$ cat config.mk
export PLATFORM = sky130hd
export DESIGN_NAME = bullet_launcher
export DESIGN_NICKNAME = d
export VERILOG_FILES = /design/src/rtl/bullet_launcher.sv
export SDC_FILE = /design/constraint.sdc
export NUM_CORES = 1
export LEC_CHECK = 0
export CAP_MARGIN = 20
export CELL_PAD_IN_SITES_DETAIL_PLACEMENT = 0
export CELL_PAD_IN_SITES_GLOBAL_PLACEMENT = 1
export CORE_MARGIN = 2
export CORE_UTILIZATION = 52
export DETAILED_ROUTE_END_ITERATION = 12
export DONT_BUFFER_PORTS = 1
export PLACE_DENSITY_LB_ADDON = 0.1
export REMOVE_ABC_BUFFERS = 1
export SLEW_MARGIN = 20
export SYNTH_ARGS = -nofsm -noshare
export SYNTH_HDL_FRONTEND = slang
export SYNTH_SLANG_ARGS = --single-unit
$ cat constraint.sdc
create_clock -name clk_60hz -period 5.4 [get_ports clk_60hz]
set_input_delay 0.54 -clock clk_60hz [delete_from_list [all_inputs] [get_ports clk_60hz]]
set_output_delay 0.54 -clock clk_60hz [all_outputs]
set_load 0.01 [all_outputs]
$ cat src/rtl/bullet_launcher.sv
// Fire controller: turns the fire button into rate-limited launches into the lowest free bullet slot.
// Holds start/direction until the chosen slot acknowledges via in_use, then cools down.
module bullet_launcher #(
  parameter int NUM_BULLETS = 4,
  parameter int COOLDOWN    = 15,
  parameter int ARM_TIMEOUT = 3,
  parameter int REPEAT      = 30
) (
  input  logic                   clk_60hz,
  input  logic                   reset,
  input  logic                   fire_btn,
  input  logic                   fire_dir,
  input  logic [NUM_BULLETS-1:0] in_use,
  output logic [NUM_BULLETS-1:0] start_bullet,
  output logic                   direction,
  output logic                   busy,
  output logic                   no_slot,
  output logic [7:0]             shots_fired
);

  // state    | meaning
  // IDLE     | waiting for a request or a buffered (pending) request
  // ARM      | start held to the selected slot until it reports in_use
  // COOLDOWN | rate limit after an acknowledged launch
  typedef enum logic [1:0] {S_IDLE, S_ARM, S_COOLDOWN} state_t;

  localparam int SEL_W = (NUM_BULLETS > 1) ? $clog2(NUM_BULLETS) : 1;
  localparam int CD_W  = (COOLDOWN > 1)    ? $clog2(COOLDOWN)    : 1;
  localparam int AT_W  = (ARM_TIMEOUT > 1) ? $clog2(ARM_TIMEOUT) : 1;
  localparam int RP_W  = (REPEAT > 1)      ? $clog2(REPEAT)      : 1;

  localparam logic [CD_W-1:0] CD_LAST = CD_W'(COOLDOWN - 1);
  localparam logic [AT_W-1:0] AT_LAST = AT_W'(ARM_TIMEOUT - 1);
  localparam logic [RP_W-1:0] RP_LAST = RP_W'(REPEAT - 1);

  state_t                 state_q;
  logic                   sync1_q, fire_s_q, fire_q;
  logic [RP_W-1:0]        rpt_q, rpt_d;
  logic                   pending_q;
  logic [NUM_BULLETS-1:0] start_q;
  logic                   dir_q, busy_q, no_slot_q;
  logic [7:0]             shots_q;
  logic [SEL_W-1:0]       sel_q;
  logic [AT_W-1:0]        armtmr_q;
  logic [CD_W-1:0]        cd_q;

  logic             press, repeat_hit, request;
  logic             free_found;
  logic [SEL_W-1:0] free_idx;

  always_comb begin
    press      = fire_s_q & ~fire_q;
    repeat_hit = (REPEAT != 0) && fire_s_q && !press && (rpt_q == RP_LAST);
    request    = press | repeat_hit;
    if (!fire_s_q || press || repeat_hit) rpt_d = '0;
    else                                  rpt_d = rpt_q + RP_W'(1);
  end

  // Scan downward so the last hit is the lowest free index.
  always_comb begin
    free_found = 1'b0;
    free_idx   = '0;
    for (int i = NUM_BULLETS - 1; i >= 0; i--) begin
      if (!in_use[i]) begin
        free_found = 1'b1;
        free_idx   = SEL_W'(i);
      end
    end
  end

  always_ff @(posedge clk_60hz or posedge reset) begin
    if (reset) begin
      state_q   <= S_IDLE;
      sync1_q   <= 1'b0;
      fire_s_q  <= 1'b0;
      fire_q    <= 1'b0;
      rpt_q     <= '0;
      pending_q <= 1'b0;
      start_q   <= '0;
      dir_q     <= 1'b0;
      busy_q    <= 1'b0;
      no_slot_q <= 1'b0;
      shots_q   <= '0;
      sel_q     <= '0;
      armtmr_q  <= '0;
      cd_q      <= '0;
    end else begin
      sync1_q   <= fire_btn;
      fire_s_q  <= sync1_q;
      fire_q    <= fire_s_q;
      rpt_q     <= rpt_d;
      no_slot_q <= 1'b0;
      if (request && state_q != S_IDLE) pending_q <= 1'b1;

      case (state_q)
        S_IDLE: begin
          if (request || pending_q) begin
            pending_q <= 1'b0;
            if (free_found) begin
              start_q  <= NUM_BULLETS'(1) << free_idx;
              dir_q    <= fire_dir;
              sel_q    <= free_idx;
              armtmr_q <= '0;
              busy_q   <= 1'b1;
              state_q  <= S_ARM;
            end else begin
              no_slot_q <= 1'b1;
            end
          end
        end
        S_ARM: begin
          if (in_use[sel_q]) begin
            start_q <= '0;
            shots_q <= shots_q + 8'd1;
            cd_q    <= '0;
            if (COOLDOWN == 0) begin
              state_q <= S_IDLE;
              busy_q  <= 1'b0;
            end else begin
              state_q <= S_COOLDOWN;
            end
          end else if (armtmr_q == AT_LAST) begin
            start_q   <= '0;
            no_slot_q <= 1'b1;
            state_q   <= S_IDLE;
            busy_q    <= 1'b0;
          end else begin
            armtmr_q <= armtmr_q + AT_W'(1);
          end
        end
        S_COOLDOWN: begin
          if (cd_q == CD_LAST) begin
            state_q <= S_IDLE;
            busy_q  <= 1'b0;
          end else begin
            cd_q <= cd_q + CD_W'(1);
          end
        end
        default: begin
          state_q <= S_IDLE;
          busy_q  <= 1'b0;
        end
      endcase
    end
  end

  assign start_bullet = start_q;
  assign direction    = dir_q;
  assign busy         = busy_q;
  assign no_slot      = no_slot_q;
  assign shots_fired  = shots_q;

endmodule

# After elaboration in Yosys (flattened, before gate mapping)
# Cells that the tools add are included.
# classes
addsub	4
order_cmp	1
eq_ne	14
n_shift	1
mux	44
n_bitwise	3
reduce_logical	19
# op_table
cell	n
2-bit two-way mux	13
4-bit two-way mux	6
1-bit two-way mux	17
2-bit != test, second input constant	8
4-bit one-hot mux with 2 select lines	2
5-bit AND reduction	2
8-bit by 1-bit adder with 8-bit output, second input constant	1
4-bit AND reduction	2
2-bit one-hot mux with 3 select lines	1
3-bit AND reduction	2
2-bit nonzero test	3
5-bit by 1-bit adder with 5-bit output, second input constant	1
5-bit == test, second input constant	1
5-bit two-way mux	1
4-bit by 1-bit adder with 4-bit output, second input constant	1
2-bit == test, second input constant	2
4-bit == test, second input constant	1
2-bit one-hot mux with 2 select lines	1
1-bit by 2-bit << shifter with 4-bit output, first input constant	1
1-bit logical AND	3
1-bit logical OR	3
2-bit by 3-bit less-than comparator with 1-bit output, second input constant	1
3-bit != test, second input constant	1
1-bit one-hot mux with 3 select lines	1
10 further kinds	11
# totals
register_bits	34

# Logic depth before layout (Yosys ltp)
# Gate-level depths: netlist of run 1.
# depth
depth_word	10
depth_mapped	6
mapped_depth_nobuf	6

# Worst setup path after synthesis of run 1
# OpenSTA, ideal clock, no wires.
# synth_timing
path_kind	input-to-reg
from	input in_use[3]
to	register start_q[0] (netlist: start_bullet[0])
setup_ps	125
t_arrival_ps	2048
required_ps	5275
path_slack_ps	3227
path_stages	5
path_buffers	1
cell_sequence	mux4_2 > or3b_1 > buf_6 > o2111ai_4 > mux2_4
# synth_via
elab_chain_cells	8
word_cells_on_any_way	18
# synth_rtl
element	line_no	source
start, declared	13	input logic [NUM_BULLETS-1:0] in_use,
2-bit two-way mux (4 in a row)	64	if (!in_use[i]) begin
1-bit by 2-bit << shifter with 4-bit output	100	start_q <= NUM_BULLETS'(1) << free_idx;
4-bit two-way mux	99	if (free_found) begin
4-bit two-way mux	97	if (request || pending_q) begin
4-bit one-hot mux with 2 select lines	95	case (state_q)
end signal, assigned	100	
end, declared	40	logic [NUM_BULLETS-1:0] start_q;
# Parallel ways exist; a longest one is shown, timed or not. The select of a mux whose other input is x is not followed.
# A chain may end at the register's enable or synchronous reset.

# Final worst setup path of run 1
# layout_timing
from	register state_q[0]
to	register start_q[1] (netlist: start_bullet[1])
# layout_via
elab_chain_cells	3
word_cells_on_any_way	8
# layout_rtl
element	line_no	source
start, declared	36	state_t state_q;
start signal, assigned	73	state_q <= S_IDLE;
start signal, assigned	105	state_q <= S_ARM;
start signal, assigned	117	state_q <= S_IDLE;
2-bit by 1-bit == test with 1-bit output / 2-bit zero test (equally long branches)	95	
3-bit != test (no source line) (tied with other cells)	n/a	
4-bit AND reduction (no source line)	n/a	
# Parallel ways exist; a longest one is shown, timed or not.

==> results of run 1 <==
[routing by layer]
layer,share of wire (%),track usage [%],up-vias
li1,-,-,507
met1,45,20.6,505
met2,50,26.9,19
met3,3.9,6.71,2
met4,0.82,5.71,0
met5,0,0,-
[power by group through the flow]
stage	logic [uW]	registers (uW)	clock network [uW]
after global placement	230	416	0
after CTS	237	413	147
after detailed placement	235	418	0
after floorplan	202	397	0
after global routing	267	426	161
final	233	412	139
[final cells by class]
cell class / count / share of cell area [%]
Clock buffer: 7 / 3.22
Tap cell: 33 / 2.41
Multi-Input combinational cell: 100 / 42.6
Clock inverter: 1 / 0.293
Timing Repair Buffer: 1 / 0.439
Inverter: 6 / 1.32
Sequential cell: 34 / 49.7
[cells by family after synthesis]
logic type / after synthesis / synth area share (%)
flops: 34 / 52.5
fa+ha+maj: 6 / 4.63
simple gates: 59 / 18.1
mux: 9 / 7.88
xor+xnor: 13 / 7.03
compound gates: 13 / 7.34
buf+inv: 9 / 2.55
[worst reg2reg max path, delay by kind of cell (launching register included)]
kind	cells	cell delay, ns
compound gates	1	0.21
flops	1	0.66
mux	1	0.33
simple gates	2	0.95
[state kept, by name, summed over array words and instances, names as in the netlist, 2 cells and up]
register      cells
shots_fired       8
rpt_q             5
armtmr_q          2
cd_q              4
state_q           2
sel_q             2
start_bullet      4
[stage by stage]
stage | instance area (um2) | total power [uW] | hold slack, ns | cells | setup slack [ns]
6_report | 1710 | 784 | 0.172 | 182 | 3.15
2_1_floorplan | 1600 | 599 | 0.331 | 140 | 3.22
3_5_place_dp | 1650 | 653 | 0.341 | 174 | 3.09
5_1_grt | 1710 | 853 | 0.203 | 182 | 3.02
3_3_place_gp | 1650 | 645 | 0.345 | 174 | 3.14
4_1_cts | 1710 | 796 | 0.185 | 182 | 3.18
[synthesized netlist by cell type (2+ instances only)]
master / n / area (um2)
dfrtp_1: 34 / 851
nand2_1: 15 / 56.3
nand3_1: 14 / 70.1
nor2_1: 12 / 45.0
xnor2_1: 7 / 61.3
ha_1: 6 / 75.1
inv_1: 6 / 22.5
xor2_1: 6 / 52.6
mux2_2: 4 / 45.0
mux2_4: 4 / 60.1
nor3_1: 3 / 15.0
nor3b_1: 3 / 22.5
a21oi_1: 2 / 10.0
a32o_1: 2 / 20.0
and3_1: 2 / 12.5
clkbuf_1: 2 / 7.51
nand4_1: 2 / 12.5
nor2b_1: 2 / 12.5
[worst paths after layout]
path	start	end	depth (start not counted)
min	reset	rpt_q[3]	1
max reg2reg	state_q[0]	start_bullet[1]	4
max	state_q[0]	start_bullet[1]	4
min in group clk_60hz	fire_btn	sync1_q	0
max in group asynchronous	reset	cd_q[0]	2
min reg2reg	sync1_q	fire_s_q	0
==> qor.yml, run 1 <==
setup_path:
  r2r_setup_slack_ns: 3.15
  start_kind: "register"
  cp.arrival_ns: 2.45
  path_class: "register to register"
  path_delay_family: "simple AND/OR/NAND/NOR gates"
  worst-path-buf-inv: 0
  worstPathMaxFanout: 14
  crit_path_max_incr_delay_ns: 0.66
  end_kind: "register"
  worstPathRequired_ns: 5.60
  cp_slowest_cell: "dfrtp_1"
  path_cells: "nor2b_1 > or3b_1 > o2111ai_4 > mux2_4"
power:
  peakVddDrop_mv: 0.274
  pwr-share-comb_pct: 29.7
  pwr-share-seq_pct: 52.6
  switching_share_pct: 35.5
  clock_power_share_pct: 17.7
  p_int_uw: 506
  p_per_area_mw_per_mm2: 458
  switching_power_uw: 278
  p_leak_uw: 0.000808
flow_run:
  max-cap-violations: 0
detailed_routing:
  viasPerCell: 5.68
  drc_errors: 0
  final_antenna_net_count: 0
  routed-via-count: 1033
  drt-initial-drc-count: 30
  finalWirelength_um: 2570
  post_drt_wl_per_cell_um: 14.1
  first_pass_iters: 5
sta:
  slew_viol_final: 0
  fin_crit_ns: 2.25
  finalHoldViolCount: 0
  skew_ns: 0.0128
  maxClockFrequency_ghz: 0.445
  rsz0062_at_grt: "false"
  setup_viol: 0
  worst_pin_slew_ns: 0.625
  max_slew_margin_pct: 58.3
  final.setup.tns_ns: 0
  finalCritPeriodShare_pct: 41.6
floorplanning:
  fp.coreArea_mm2: 0.00300
  pin_count: 23
  die_h_um: 59.8
  die_w_um: 59.8
  die-area_mm2: 0.00358
  start_util_pct: 54.0
  row_count: 20
clock_network:
  root_buffer: "clkbuf_4"
  cts_hold_buf: 0
  post_cts_buffers: 0
  clock_latency_ns: 0.32
  cts_tree: "built"
  cts_buffer_depth: 2
  clock-sinks: 34
  clk_pin_slew_worst_paths_ns: 0.10
  ctsResizeCount: 0
  cts_made_buffers: 5
  cts_htree_levels: 2
placement:
  dp_hpwl_um: 1900
  io_buffers: 0
  gp_congestion: 0.713
synth:
  seq_area_frac_synth_pct: 52.5
  synthArstFlopShare_pct: 100
  ys_warn_count: 0
  ys_types: 35
  synth_cells: 143
  post_synth.cell_area_avg_um2: 11.3
  ys.flop_type: "dfrtp_1"
  synth_area_mm2: 0.00162
  synth_edf_count: 0
  synth-seq-cells: 34
cells_and_area:
  layout-drive-gt1-share_pct: 14.8
  mostFrequentLayoutCells: "34 x dfrtp_1, 15 x nand2_1, 14 x nand3_1"
  ff_latch_area_um2: 851
  final_common_cell: "dfrtp_1"
  n_fill_cell: 255
  utilization_pct: 57.0
  area_growth_pct: 5.56
  final_nets: 162
  antenna_cells: 0
  multiInputGateArea_um2: 728
grt:
  grt_max_degree: 19
  grt_first_pass_wirelength_um: 4400
  grt.overflow.total: 0
  track_usage_pct: 16.8
  grt_pass1_vias: 997
  antenna_found_initial: 0
run_status:
  outcome: "finished clean"
min_path:
  hp-class: "input pin to async pin"
Note: power is estimated with default switching activity, not from simulation.
==> run 2: changes to the inputs <==
Settings changed: CORE_UTILIZATION 52 to 44.
Clock period 5.4 ns to 1.9 ns, I/O delays scaled along.
==> qor.yml, run 2 (same netlist as run 1, synthesis figures left out) <==
floorplanning:
  die-area_mm2: 0.00418
  pin_count: 23
  fp.coreArea_mm2: 0.00361
  row_count: 22
  die_w_um: 64.7
  die_h_um: 64.7
  start_util_pct: 44.9
clock_network:
  clock-sinks: 34
  cts_made_buffers: 5
  cts_htree_levels: 2
  post_cts_buffers: 0
  clock_latency_ns: 0.29
  cts_buffer_depth: 2
  clk_pin_slew_worst_paths_ns: 0.06
  root_buffer: "clkbuf_8"
  cts_tree: "built"
detailed_routing:
  finalWirelength_um: 2900
  first_pass_iters: 4
  routed-via-count: 1086
  viasPerCell: 5.17
  drc_errors: 0
  drt-initial-drc-count: 69
  top_layer_used: "met4"
  final_antenna_net_count: 0
  drt-met1-wl_um: 1290
  post_drt_wl_per_cell_um: 13.8
  met2_wirelength_um: 1420
  wl_met3_um: 133
setup_path:
  worstPathRequired_ns: 2.07
  start_kind: "register"
  path_delay_family: "multiplexers"
  crit_path_max_incr_delay_ns: 0.52
  crit_start: "sel_q[0]"
  worstPathMaxFanout: 5
  path_cells: "mux4_2 > or3b_4 > o2111ai_4 > mux2_4"
  path_class: "register to register"
  end_kind: "register"
  cp.arrival_ns: 2.03
  crit-reg2reg-launch: "sel_q[0]"
  cp_slowest_cell: "mux4_2"
  worst-path-buf-inv: 0
grt:
  grt.overflow.total: 0
  grt_pass1_vias: 1139
  antenna_found_initial: 0
  grt_first_pass_wirelength_um: 4970
  grt_max_degree: 23
  track_usage_pct: 16.1
cells_and_area:
  utilization_pct: 52.3
  largest_reg_flops: 8
  antenna_cells: 0
  mostFrequentLayoutCells: "34 x dfrtp_1, 15 x nand2_1, 14 x nand3_1"
  n_fill_cell: 327
  final_cells: 210
  final_common_cell: "dfrtp_1"
  final_nets: 175
  area_growth_pct: 16.3
  layout-drive-gt1-share_pct: 21.6
placement:
  dp_hpwl_um: 2150
  dp_cells: 200
  gp_congestion: 0.729
  io_buffers: 0
sta:
  finalCritPeriodShare_pct: 97.9
  maxClockFrequency_ghz: 0.537
  skew_ns: 0.00386
  rsz0062_at_grt: "true"
  fin_crit_ns: 1.86
  finalHoldViolCount: 0
  setup_viol: 0
  max_slew_margin_pct: 68.0
  slew_viol_final: 0
  worst_pin_slew_ns: 0.480
flow_run:
  max-cap-violations: 0
min_path:
  hp-class: "input pin to register"
  min_from: "fire_dir"
power:
  p_per_area_mw_per_mm2: 1330
  peakVddDrop_mv: 0.628
  p_leak_uw: 0.000889
run_status:
  outcome: "finished clean"
==> run 2: per-stage QoR <==
stage	worst slack [ns]	setup TNS (ns)	cell area, um2	hold WS (ns)	power [uW]
after global placement	0.0105	0	1750	0.120	1940
after detailed placement	-0.0366	-0.154	1750	0.124	1970
after global routing	-0.0245	-0.117	1880	0.0500	2690
after CTS	0.00702	0	1870	0.0466	2530
after floorplan	-0.118	-0.472	1600	0.221	1700
final	0.0395	0	1880	0.0535	2510
==> run 2: power by group <==
group	internal [uW]	switching, uW	leakage [uW]
clock network	292	252	0.0000482
logic	449	392	0.000396
registers	912	217	0.000444
total	1650	862	0.000889
==> run 2: repair_timing <==
| action | 4_1_cts | 5_1_grt |
|---|---|---|
| endpoints found under the hold margin | 13 | 0 |
| resized for setup | 1 | 3 |
| cloned | 0 | 0 |
| setup endpoints to repair | 6 | 7 |
| pin swaps | 1 | 1 |
| hold buffers | 2 | 0 |
==> run 2: final timing paths <==
kind | slack, ns | to | depth (start not counted)
setup / recovery | 0.04 | start_bullet[1] | 4
hold / removal | 0.05 | direction | 1
setup reg to reg | 0.04 | start_bullet[1] | 4
hold reg to reg | 0.36 | fire_s_q | 0
max in group asynchronous | 0.87 | armtmr_q[0] | 3
min in group asynchronous | 0.36 | cd_q[2] | 2
==> run 2: metal layers <==
| metal | global-route usage (%) | vias up |
|---|---|---|
| met2 | 25.9 | 20 |
| met1 | 18.9 | 524 |
| met5 | 0 | - |
| li1 | - | 535 |
| met4 | 8.78 | 0 |
| met3 | 5.56 | 7 |
==> run 2: area by class of cell <==
| type | count | area (um2) | share of cell area [%] |
|---|---|---|---|
| Sequential cell | 34 | 851 | 45.2 |
| Multi-Input combinational cell | 100 | 746 | 39.6 |
| Timing Repair Buffer | 14 | 114 | 6.04 |
| Clock buffer | 7 | 86.3 | 4.58 |
| Tap cell | 48 | 60.1 | 3.19 |
| Inverter | 6 | 22.5 | 1.20 |
| Clock inverter | 1 | 5.00 | 0.266 |
